--- config.mk ---
export PLATFORM = sky130hd
export DESIGN_NAME = uart_tx_serializer
export DESIGN_NICKNAME = d
export VERILOG_FILES = /design/src/rtl/uart_tx_serializer_pkg.sv /design/src/rtl/uart_tx_serializer.sv
export SDC_FILE = /design/constraint.sdc
export NUM_CORES = 1
export LEC_CHECK = 0
export ABC_CLOCK_PERIOD_IN_PS = 4100
export CAP_MARGIN = 20
export CORE_MARGIN = 4
export CORE_UTILIZATION = 40
export CTS_BUF_LIST = sky130_fd_sc_hd__clkbuf_8 sky130_fd_sc_hd__clkbuf_16
export CTS_CLUSTER_SIZE = 16
export DETAILED_ROUTE_END_ITERATION = 12
export PLACE_DENSITY = 0.6
export SLEW_MARGIN = 20
export SYNTH_ARGS = -nofsm -noshare
export SYNTH_HDL_FRONTEND = slang
export SYNTH_SLANG_ARGS = --single-unit
export TNS_END_PERCENT = 20
--- constraint.sdc ---
create_clock -name Clock -period 4.1 [get_ports Clock]
set_input_delay 0.41 -clock Clock [delete_from_list [all_inputs] [get_ports Clock]]
set_output_delay 0.41 -clock Clock [all_outputs]
set_load 0.005 [all_outputs]
--- src/rtl/uart_tx_serializer_pkg.sv ---
// Shared UART definitions: serializer state encoding, parity codes and frame lengths.
package uart_tx_serializer_pkg;

    typedef enum logic {
        IDLE  = 1'b0,
        SHIFT = 1'b1
    } state_t;

    typedef enum logic [1:0] {
        NONE_0 = 2'b00,
        ODD    = 2'b01,
        EVEN   = 2'b10,
        NONE_3 = 2'b11
    } parity_t;

    localparam int LEN_PARITY   = 11;
    localparam int LEN_NOPARITY = 10;

    // Data plus stop bits always total 9, so only parity changes the frame length.
    function automatic logic [3:0] frame_len(input logic [1:0] ptype);
        if (ptype == ODD || ptype == EVEN)
            return 4'(LEN_PARITY);
        return 4'(LEN_NOPARITY);
    endfunction

endpackage

--- src/rtl/uart_tx_serializer.sv ---
// UART transmit serializer: shifts an assembled frame LSB-first, one bit per baud tick.
module uart_tx_serializer
    import uart_tx_serializer_pkg::*;
#(
    parameter int FRAME_W = 11,
    parameter int CNT_W   = 4
) (
    input  logic               Clock,
    input  logic               ResetN,
    input  logic [FRAME_W-1:0] FrameIn,
    input  logic [1:0]         ParityType,
    input  logic               StopBits,
    input  logic               DataLength,
    input  logic               Send,
    input  logic               BaudTick,
    output logic               DataOut,
    output logic               Active,
    output logic               Done
);

    state_t             state, state_n;
    logic [FRAME_W-1:0] shreg, shreg_n;
    logic [CNT_W-1:0]   cnt, cnt_n;
    logic [CNT_W-1:0]   len, len_n;
    logic               tx, tx_n;
    logic               active, active_n;
    logic               done, done_n;

    // Stop/data-length codes are already encoded in FrameIn and never alter the length.
    logic unused_cfg;
    assign unused_cfg = ^{StopBits, DataLength};

    always_ff @(posedge Clock or negedge ResetN) begin
        if (!ResetN) begin
            state  <= IDLE;
            shreg  <= '1;
            cnt    <= '0;
            len    <= '0;
            tx     <= 1'b1;
            active <= 1'b0;
            done   <= 1'b0;
        end else begin
            state  <= state_n;
            shreg  <= shreg_n;
            cnt    <= cnt_n;
            len    <= len_n;
            tx     <= tx_n;
            active <= active_n;
            done   <= done_n;
        end
    end

    always_comb begin
        state_n  = state;
        shreg_n  = shreg;
        cnt_n    = cnt;
        len_n    = len;
        tx_n     = tx;
        active_n = active;
        done_n   = 1'b0;
        case (state)
            IDLE: begin
                tx_n = 1'b1;
                if (Send) begin
                    shreg_n  = FrameIn;
                    len_n    = CNT_W'(frame_len(ParityType));
                    cnt_n    = '0;
                    active_n = 1'b1;
                    state_n  = SHIFT;
                end
            end
            SHIFT: begin
                // The extra tick after the last bit lets that bit hold a full period.
                if (BaudTick) begin
                    if (cnt < len) begin
                        tx_n    = shreg[0];
                        shreg_n = {1'b1, shreg[FRAME_W-1:1]};
                        cnt_n   = cnt + CNT_W'(1);
                    end else begin
                        tx_n     = 1'b1;
                        active_n = 1'b0;
                        done_n   = 1'b1;
                        state_n  = IDLE;
                    end
                end
            end
            default: state_n = IDLE;
        endcase
    end

    assign DataOut = tx;
    assign Active  = active;
    assign Done    = done;

endmodule
After elaboration in Yosys (flattened, before gate mapping)
Cells that the tools add are included.
Operators by class
  reduce and logical (&&, ||, !) cells: 4
  $add $sub $neg: 1
  equality and inequality tests: 6
  magnitude comparators: 1
  bitwise logic cells: 1
  muxes and demuxes: 27
Operators with widths (count)
  2-to-1 mux 11 bit: 3
  case mux 11 bit (2 select lines): 1
  2-to-1 mux 4 bit: 5
  2-to-1 mux 1 bit: 14
  case mux 4 bit (2 select lines): 1
  inequality test 2 bit (second input constant): 3
  case mux 1 bit (2 select lines): 3
  AND reduction 3 bit: 2
  adder 4 x 1 -> 4 bit (second input constant): 1
  < comparator 4 bit: 1
  equality test 2 x 1 -> 1 bit (second input constant): 1
  equality test 2 bit (second input constant): 1
  inequality test 2 x 1 -> 1 bit (second input constant): 1
  AND reduction 2 bit: 1
  logical OR 1 bit: 1
  inverter 1 bit: 1
Storage, ports and cells
  register bits: 23
  word-level logic and storage cells: 47
  output and inout bits: 3
  input bits: 19

Longest topological paths before layout
  depth after elaboration: 6
  gate-level depth with buffers: 7
  gate-level depth less buffers: 6

Worst setup path before layout
Ideal clock, no wire load.
  path type: flip-flop to flip-flop
  start: register cnt[3]
  end: register shreg[7]
  setup time: 61 ps
  path slack: 2540 ps
  data arrival time: 1499 ps
  path buffers: 1
  stages on the path, launching flop included: 7
  data required time: 4039 ps
  period minus slack after synthesis: 1560 ps
  cells stage by stage: dfrtp_1 > ha_1 > nand2_1 > o2111ai_2 > buf_6 > mux2_4 > nand2_1
On the way
  longest elaborated chain between the ends: 3
Ends and longest elaborated chain
  start, declared: line uart_tx_serializer.sv:23  | logic [CNT_W-1:0] cnt, cnt_n;
  start signal, assigned: line uart_tx_serializer.sv:45  | cnt <= cnt_n;
  < comparator 4 bit: line uart_tx_serializer.sv:75  | if (cnt < len) begin
  inequality test 2 x 1 -> 1 bit (no source line)
  AND reduction 3 bit (no source line)
  end signal, assigned: line uart_tx_serializer.sv:44  | shreg <= shreg_n;
  end, declared: line uart_tx_serializer.sv:22  | logic [FRAME_W-1:0] shreg, shreg_n;
Every way passes these cells.
A chain may end at the register's enable or synchronous reset.

Final worst setup path
Ends and elaborated chain as after synthesis.

==> flow_metrics.env <==
export IMPL_status="completed"
export IMPL_final_max_slew_violation_count=0
export IMPL_critPathCaptureType="register"
export IMPL_routed_wl_um=2440
export IMPL_yosysUniqueCellTypes=36
export IMPL_ir_worst_vdd_uv=424
export IMPL_place_gp_congestion=0.755
export IMPL_clock_latency_ps=260
export IMPL_pwr_share_seq_pct=46.9
export IMPL_crit_required_ps=4300
export IMPL_swShare_pct=36.4
export IMPL_crit_type="register to register"
export IMPL_pwr_share_clk_pct=14.5
export IMPL_crit_top_cell="nand2_1"
export IMPL_yosys_register_bits=21
export IMPL_synth_compound_area_share_pct=23.4
export IMPL_cp_start_kind="register"
export IMPL_hold_buffers=0
export IMPL_syn_cell_area_um2=1180
export IMPL_holdWs_ps=476
export IMPL_via_per_inst=5.78
export IMPL_drc=0
export IMPL_grt_overflow=0
export IMPL_vias=948
export IMPL_syn_area_per_cell_um2=9.99
export IMPL_cp_data_arrival_time_ps=2390
export IMPL_grt_max_degree=37
export IMPL_hold_path_startpoint="len[1]"
export IMPL_postRouteAntennaNets=0
export IMPL_min_period_ps=2180
export IMPL_min_path_type="register to register"
export IMPL_leakage_nw=0.586
export IMPL_drive_gt1_share_pct=16.5
export IMPL_hold_viol=0
export IMPL_cts_buffers=3
export IMPL_utilization_pct=50.7
export IMPL_cts_buffer_depth=2
export IMPL_finalSetupTns_ps=0
export IMPL_fin_nets=156
export IMPL_final_cell_mix="clkdlybuf4s50_1 (19), nor2_1 (13), dfstp_2 (12), inv_1 (10), dfrtp_1 (9)"
export IMPL_ys_seq_area_share_pct=45.9
export IMPL_io_pins=22
export IMPL_cts_resized_gates=0
export IMPL_filler_cell_count=265
export IMPL_synth_top_family_by_area="compound AO/OA/AOI/OAI gates"
export IMPL_grt_first_pass_wirelength_um=4320
export IMPL_yosys_area_share_simple_pct=17.7
export IMPL_fin_crit_sh_pct=53.2
export IMPL_slew_limit_headroom_pct=29.3
export IMPL_rsz0062_at_grt="false"
export IMPL_grt_use_total_pct=13.5
export IMPL_rr_startpoint="cnt[3]"
export IMPL_yosys_warnings=0
export IMPL_crit_chain="ha_1 -> nand2_1 -> o2111ai_2 -> mux2_4 -> nand2_1"
export IMPL_setup_viol=0
export IMPL_crit_family="compound AO/OA/AOI/OAI gates"
export IMPL_critPathMaxStageDelay_ps=810
export IMPL_die_area_um2=3880
export IMPL_combinationalPowerShare_pct=38.6
export IMPL_synthMuxAreaShare_pct=1.27
export IMPL_chipWidth_um=62.3
export IMPL_maxCapViolCount=0
export IMPL_tightest_slew_ps=1060
export IMPL_cts_tree="yes"
export IMPL_avgRoutedWirePerCell_um=14.9
export IMPL_dp_hpwl_um=1650
export IMPL_switchingPower_w=0.000342
export IMPL_root_buffer="clkbuf_8"
export IMPL_internal_power_w=0.000597
export IMPL_post_cts_setup_buffers=0
export IMPL_syn_inst=118
export IMPL_drt_iter0_markers=26
export IMPL_critPathLaunch="cnt[3]"
export IMPL_mostFrequentLayoutCell="clkdlybuf4s50_1"
export IMPL_rows=19
export IMPL_crit_fanout=20
export IMPL_htreeDepth=1
export IMPL_max_freq_mhz=458
export IMPL_syn_to_final_growth_pct=19.7
export IMPL_diodes=0
export IMPL_synth_xor_area_share_pct=2.23
export IMPL_die_h_um=62.3
export IMPL_fin_skew_ps=2.85
export IMPL_initial_utilization_pct=42.4
export IMPL_p_per_area_nw_per_um2=665
export IMPL_path_clk_slew_ps=80
export IMPL_syn_num_nets=140
export IMPL_dr_pass1_iters=4
export IMPL_cp_num_buf_inv=0
export IMPL_grt_antenna_before_repair=0
export IMPL_coreArea_um2=2780
export IMPL_cts_sinks=21
export IMPL_synth_fa_ha_area_share_pct=3.18
export IMPL_slowest_stage="o2111ai_2"
export IMPL_io_buffers=19
export IMPL_grt_pass1_vias=949
metal layers:
| layer | track usage [%] | wire length (um) | part of all wire [%] | up-vias |
|---|---|---|---|---|
| met4 | 3.98 | 18 | 0.74 | 0 |
| met3 | 3.96 | 88 | 3.6 | 2 |
| li1 | - | - | - | 459 |
| met5 | 0 | 0 | 0 | - |
| met1 | 17.9 | 1170 | 48 | 468 |
| met2 | 21.2 | 1170 | 48 | 19 |
logic make-up after synthesis:
logic type	after synthesis
mux	1
xor+xnor	3
buf+inv	17
simple gates	40
compound gates	33
fa+ha+maj	3
flops	21
path summary, 6_finish.rpt:
| path | to | slack [ps] | cells past startpoint |
|---|---|---|---|
| worst max-delay path | shreg[7] | 1920 | 5 |
| worst min-delay path | len[1] | 480 | 2 |
| worst max register to register | shreg[7] | 1920 | 5 |
| worst min register to register | len[1] | 480 | 2 |
| max in group asynchronous | cnt[1] | 2860 | 1 |
| min in group asynchronous | len[1] | 670 | 1 |
registers in the layout (all words and copies together) (netlist names):
name	count
Active	1
state	1
Done	1
DataOut	1
cnt	4
len	2
shreg	11
Yosys cell counts, drive strengths merged:
cell | count | area share (%)
nor2b | 2 | 1.3
clkbuf | 3 | 0.96
buf | 5 | 2.5
o211a | 1 | 0.85
a21o | 1 | 0.64
xnor2 | 2 | 1.5
a22oi | 4 | 2.5
o21ai | 4 | 2.0
a221oi | 1 | 0.74
o2111ai | 1 | 1.3
nand2b | 2 | 1.1
nand4b | 1 | 0.74
a31oi | 1 | 0.53
nor3b | 8 | 5.1
nand2 | 8 | 2.5
o31ai | 1 | 0.64
dfstp | 12 | 27
xor2 | 1 | 0.74
o211ai | 3 | 1.9
ha | 3 | 3.2
inv | 9 | 2.9
o2bb2ai | 1 | 0.74
mux2 | 1 | 1.3
a22o | 1 | 0.74
dfrtp | 9 | 19
nand4 | 3 | 1.6
nand3 | 3 | 1.3
a21oi | 2 | 0.85
a311oi | 6 | 6.1
a211oi | 6 | 3.8
nor2 | 13 | 4.1
metrics by stage:
stage               cells  worst slack [ps]  total power [W]  area, um2
global route          164              1780          0.00102       1410
CTS                   164              1910         0.000950       1410
global placement      160              1840         0.000791       1370
detailed placement    160              1810         0.000809       1370
finish                164              1920         0.000939       1410
floorplan             118              2540         0.000709       1180
layout make-up:
| class | instances | area (um2) | share of cell area, % |
|---|---|---|---|
| clock inverters | 1 | 3.75 | 0.266 |
| multi-input cells | 80 | 563 | 39.9 |
| repair buffers | 19 | 190 | 13.5 |
| inverters | 9 | 33.8 | 2.39 |
| well taps | 31 | 38.8 | 2.75 |
| clock buffers | 3 | 41.3 | 2.93 |
| flip-flops and latches | 21 | 541 | 38.3 |
tightest hold or removal path, cell delays in order, from the launching register on:
cell and delay, ps:
dfrtp_1 330, inv_1 60, nand2_1 50
power by group through the flow:
| stage | sequential [W] | clock, W | combinational (W) |
|---|---|---|---|
| after global routing | 0.000462 | 0.000147 | 0.000413 |
| after global placement | 0.000440 | 0 | 0.000352 |
| after floorplan | 0.000390 | 0 | 0.000320 |
| final | 0.000440 | 0.000136 | 0.000363 |
| after detailed placement | 0.000444 | 0 | 0.000366 |
| after CTS | 0.000441 | 0.000140 | 0.000369 |
No activity file was read; power rests on OpenSTA's default activity.
